===== src/rtl/grant_pkg.sv =====
// Shared constants and FSM state type for the grant scheduler.
// Latency: n/a (declarations only).
// Backpressure: n/a.
package grant_pkg;
  localparam int NUM_REQ      = 16;
  localparam int ID_W         = 4;
  localparam int HOLD_W       = 4;
  localparam int MAX_HOLD_DEF = 15;

  typedef enum logic [1:0] {
    IDLE    = 2'd0,
    GRANT   = 2'd1,
    RELEASE = 2'd2
  } state_e;
endpackage


===== src/rtl/onehot_to_bin.sv =====
// Encodes a one-hot (or all-zero) grant vector into its binary lane index.
// Latency: combinational.
// Backpressure: none; output is undefined for multi-hot input.
module onehot_to_bin
  import grant_pkg::*;
(
  input  logic [NUM_REQ-1:0] onehot,
  output logic [ID_W-1:0]    bin
);

  always_comb begin
    bin = '0;
    for (int i = 0; i < NUM_REQ; i++) begin
      if (onehot[i]) bin = bin | ID_W'(i);
    end
  end

endmodule


===== src/rtl/grant_scheduler.sv =====
// Round-robin single-owner grant of a shared resource with done/timeout release.
// Latency: request seen in IDLE at edge t -> registered grant after edge t+1.
// Backpressure: none; new requests wait in IDLE, owner holds until done_w or MAX_HOLD.
module grant_scheduler #(
  parameter int NUM_REQ  = grant_pkg::NUM_REQ,
  parameter int MAX_HOLD = grant_pkg::MAX_HOLD_DEF
) (
  input  logic                     clk,
  input  logic                     rst_n,
  input  logic [NUM_REQ-1:0]       req_w,
  input  logic                     done_w,
  output logic [NUM_REQ-1:0]       gnt_w,
  output logic [grant_pkg::ID_W-1:0] gnt_id_w,
  output logic                     gnt_valid_w,
  output logic                     timeout_w
);
  import grant_pkg::*;

  state_e              state_q, state_d;
  logic [NUM_REQ-1:0]  gnt_q, gnt_d;
  logic [NUM_REQ-1:0]  req_rot, pick_oh;
  logic [HOLD_W-1:0]   hold_q, hold_d;
  logic [ID_W-1:0]     rr_ptr_q, rr_ptr_d;
  logic [ID_W-1:0]     pick_off, pick_id, owner_id;
  logic                timeout_q, timeout_d;
  logic                pick_vld, expire;

  // Rotate so rr_ptr sits at bit 0, take the lowest set bit, then rotate back.
  always_comb begin
    for (int i = 0; i < NUM_REQ; i++) begin
      req_rot[i] = req_w[ID_W'(i) + rr_ptr_q];
    end
  end

  always_comb begin
    pick_off = '0;
    pick_vld = 1'b0;
    for (int i = NUM_REQ - 1; i >= 0; i--) begin
      if (req_rot[i]) begin
        pick_off = ID_W'(i);
        pick_vld = 1'b1;
      end
    end
  end

  assign pick_id = pick_off + rr_ptr_q;
  assign pick_oh = NUM_REQ'(1) << pick_id;
  assign expire  = (hold_q == HOLD_W'(MAX_HOLD));

  onehot_to_bin u_onehot_to_bin (
    .onehot (gnt_q),
    .bin    (owner_id)
  );

  always_ff @(posedge clk) begin
    if (!rst_n) begin
      state_q   <= IDLE;
      gnt_q     <= '0;
      hold_q    <= '0;
      rr_ptr_q  <= '0;
      timeout_q <= 1'b0;
    end else begin
      state_q   <= state_d;
      gnt_q     <= gnt_d;
      hold_q    <= hold_d;
      rr_ptr_q  <= rr_ptr_d;
      timeout_q <= timeout_d;
    end
  end

  always_comb begin
    state_d = state_q;
    case (state_q)
      IDLE:    if (pick_vld) state_d = GRANT;
      GRANT:   if (done_w || expire) state_d = RELEASE;
      RELEASE: state_d = IDLE;
      default: state_d = IDLE;
    endcase
  end

  // Next values of the registered outputs; done_w wins over expiry.
  always_comb begin
    gnt_d     = gnt_q;
    hold_d    = hold_q;
    rr_ptr_d  = rr_ptr_q;
    timeout_d = 1'b0;
    case (state_q)
      IDLE: begin
        gnt_d  = pick_vld ? pick_oh : '0;
        hold_d = pick_vld ? HOLD_W'(1) : '0;
      end
      GRANT: begin
        if (done_w || expire) begin
          gnt_d     = '0;
          hold_d    = '0;
          timeout_d = !done_w;
          rr_ptr_d  = owner_id + ID_W'(1);
        end else begin
          hold_d = hold_q + HOLD_W'(1);
        end
      end
      default: begin
        gnt_d  = '0;
        hold_d = '0;
      end
    endcase
  end

  assign gnt_w       = gnt_q;
  assign gnt_id_w    = owner_id;
  assign gnt_valid_w = |gnt_q;
  assign timeout_w   = timeout_q;

endmodule


===== config.mk =====
export PLATFORM = sky130hd
export DESIGN_NAME = grant_scheduler
export DESIGN_NICKNAME = d
export VERILOG_FILES = /design/src/rtl/grant_pkg.sv /design/src/rtl/onehot_to_bin.sv /design/src/rtl/grant_scheduler.sv
export SDC_FILE = /design/constraint.sdc
export NUM_CORES = 1
export LEC_CHECK = 0
export BUFFER_PORTS_ARGS = -buffer_cell sky130_fd_sc_hd__buf_2
export CELL_PAD_IN_SITES_DETAIL_PLACEMENT = 0
export CELL_PAD_IN_SITES_GLOBAL_PLACEMENT = 1
export CORE_MARGIN = 4
export CORE_UTILIZATION = 48
export DETAILED_ROUTE_END_ITERATION = 8
export GPL_TIMING_DRIVEN = 0
export PLACE_DENSITY = 0.89
export SLEW_MARGIN = 10
export SYNTH_ARGS = -nofsm -noshare
export SYNTH_HDL_FRONTEND = slang
export SYNTH_HIERARCHICAL = 1
export SYNTH_SLANG_ARGS = --single-unit

===== constraint.sdc =====
create_clock -name clk -period 11.9 [get_ports clk]
set_input_delay 2.38 -clock clk [delete_from_list [all_inputs] [get_ports clk]]
set_output_delay 2.38 -clock clk [all_outputs]
set_load 0.1 [all_outputs]

==> reports/results.ini <==
[timing]
post-route-period-util_pct=47.3
fmax_ghz=0.178
report.final.slew_viol_count=0
setup_tns_ns=0
period_minus_slack_ns=5.63
final-setup-viol-count=0
rsz0062_at_grt=no
hold_viol_final=0
finalClockSkew_ns=0.00785
tightest_slew_ns=0.799
maxSlewHeadroom_pct=46.6

[drt]
drt-wirelength-per-cell_um=17.5
post-route-drc-count=0
ant_nets=0
num_vias=2117
drt_iter0_markers=106
wirelength_mm=6.00
vias_per_cell=6.19
drt_pass1_iterations=4

[global_routing]
antenna_found_initial=0
grt_max_degree=17
grt_pass1_vias=2053
grtUsageTotal_pct=20.0
grt_pass1_wl_mm=10.0
grt_overflow=0

[cts]
cts_resized=0
numCtsBuffers=3
post_cts_buffers=0
cts_buffer_depth=2
root_buffer=clkbuf_8
cts_tree=built
clkSinkCount=27
htree_levels=1
ctsHoldBuffers=0
cts.clk_slew.worst_paths_ns=0.10
clock_latency_ns=0.28

[cells_and_area]
diodes=0
layout.nets=308
fillCellCount=440
final_area_um2=2830
drive_gt1_share_pct=32.7
area_growth_syn_to_layout_pct=13.3

[worst_setup_path]
required_ns=12.09
ff2ff_path_depth=18
r2r_slack_ns=6.94
end_kind=register
cp-start-kind=primary input
crit_type=primary input to register
worstPathArrival_ns=5.82
cp_max_fo=8

[floorplanning]
dieArea_um2=6410
initial_core_util_pct=51.1
core_um2=4880
die_w_um=80.1
dieHeight_um=80.1
boundaryPins=41
fp-row-count=25

[logic_synthesis]
synthArstFlopShare_pct=0
yosys.cell_types.count=39
synth_area_leaders=mux4_2 29%, dfxtp_1 22%, ha_1 6.0%
ys.flop_type=dfxtp_1
yosys.area.top_type=mux4_2
synth_area_um2=2490
yosys.area.top_type_share_pct=28.9
synthCells=231
syn_nets=263
ys_seq_area_share_pct=21.7
synth-seq-cells=27
synth_edf_count=0
yosys_warnings=6
synth.avg_cell_area_um2=10.8

[power_and_ir_drop]
p_int_mw=0.216
power_switching_share_pct=51.9
ir_drop_v=0.000138
combPwrFrac_pct=64.8
power.switching_mw=0.233
seqPwrFrac_pct=23.1
power.leakage_nw=1.14
total_power_mw=0.450
power_density_nw_per_um2=159
p_clk_share_pct=12.1

[min_path]
hold_class=register to register
hold_depth=2

[place]
port_buffers=40
place_congestion=0.854
placed_cell_area_um2=2780
hpwl_mm=4.78

[flow_run]
maxCapViolations=0

[run_status]
outcome=finished clean

## worst paths after layout
kind,start,to
worst max-delay path,req_w[5],gnt_w[5]
worst min-delay path,gnt_w[8],gnt_w[8]
worst max register to register,rr_ptr_q[1],gnt_w[5]
worst min register to register,gnt_w[8],gnt_w[8]
## cells by family (layout without fill, tap and decap cells)
group                      Yosys count  count (layout)  synth area share, %
AOI/OAI and AO/OA                   40              40                 12.1
xor gates and xnor gates            16              16                 5.62
adders and majority gates           13              13                 6.82
buffers and inverters               18              62                 3.76
DFF                                 27              27                 21.7
muxes                               43              43                 33.7
and+or+nand+nor                     74              74                 16.4
## sequential cells by signal, indices dropped and copies added, names as in the netlist
name	count
timeout_w	1
hold_q	4
state_q	2
rr_ptr_q	4
gnt_w	16
## cell usage in the layout (no fill, tap or decap), types with 2 or more instances in the layout
cell / Yosys / layout
a21oi_1: 11 / 11
a31oi_1: 3 / 3
a32o_1: 8 / 8
and2_1: 3 / 3
buf_2: 3 / 43
buf_6: 3 / 3
clkbuf_1: 4 / 4
clkbuf_8: 0 / 3
dfxtp_1: 27 / 27
ha_1: 12 / 12
inv_1: 7 / 7
mux2i_1: 9 / 9
mux4_2: 32 / 32
nand2_1: 23 / 23
nand2b_1: 4 / 4
nand3_1: 2 / 2
nor2_1: 13 / 13
nor2b_1: 5 / 5
nor3_1: 5 / 5
nor4_1: 12 / 12
nor4_4: 2 / 2
o211a_1: 3 / 3
o21bai_1: 2 / 2
o31ai_1: 7 / 7
o41ai_1: 2 / 2
xnor2_1: 9 / 9
xor2_1: 7 / 7
## metal layers
metal | routed length [um] | part of all wire, % | vias up | GRT usage (%)
met1 | 2700 | 45 | 1049 | 26.8
met2 | 2920 | 49 | 49 | 33.4
met3 | 273 | 4.6 | 9 | 3.03
li1 | - | - | 1010 | -
met5 | 0 | 0 | - | 0
met4 | 102 | 1.7 | 0 | 6.08
## metrics by stage
step | util, % | hold WS [ns] | std cells | setup slack, ns
6_report | 57.9 | 0.510 | 342 | 6.27
5_1_grt | 57.9 | 0.548 | 342 | 6.08
4_1_cts | 57.9 | 0.513 | 342 | 6.28
3_5_place_dp | 56.9 | 0.492 | 338 | 5.98
3_3_place_gp | 56.9 | 0.492 | 338 | 6.03
2_1_floorplan | - | 0.523 | 231 | 6.34
## worst max-delay path, stage by stage
cell	delay [ns]
buf_2	0.13
mux4_2	0.53
mux4_2	0.55
nor2_1	0.13
o31ai_1	0.08
a211o_1	0.34
a31o_1	0.22
ha_1	0.27
a21o_1	0.15
a21oi_1	0.17
xnor2_1	0.21
inv_1	0.10
mux2_4	0.32
a32o_1	0.25
## final cells by class
| class | count | area (um2) | share of cell area [%] |
|---|---|---|---|
| Multi-Input combinational cell | 186 | 1860 | 65.8 |
| Sequential cell | 27 | 541 | 19.1 |
| Timing Repair Buffer | 40 | 200 | 7.08 |
| Tap cell | 67 | 83.8 | 2.97 |
| Buffer | 10 | 63.8 | 2.26 |
| Clock buffer | 3 | 41.3 | 1.46 |
| Inverter | 8 | 30.0 | 1.06 |
| Clock inverter | 1 | 7.51 | 0.266 |
## cells in the mapped netlist, drive strengths merged (3+ instances only)
| cell type | count |
|---|---|
| inv | 8 |
| a31oi | 3 |
| xnor2 | 9 |
| nor3 | 5 |
| clkbuf | 4 |
| nor4 | 15 |
| xor2 | 7 |
| nand2 | 23 |
| and2 | 3 |
| a32o | 8 |
| o31ai | 7 |
| ha | 12 |
| mux4 | 32 |
| nor2 | 13 |
| dfxtp | 27 |
| a21oi | 11 |
| buf | 6 |
| nor2b | 5 |
| mux2i | 10 |
| nand2b | 4 |
| o211a | 3 |
## power by group through the flow
stage	clock network [mW]	registers [mW]	logic (mW)
3_5_place_dp	0	0.106	0.290
5_1_grt	0.0585	0.105	0.312
6_report	0.0545	0.104	0.292
2_1_floorplan	0	0.133	0.211
3_3_place_gp	0	0.106	0.286
4_1_cts	0.0558	0.104	0.290
Power figures use the tool's default switching activity.
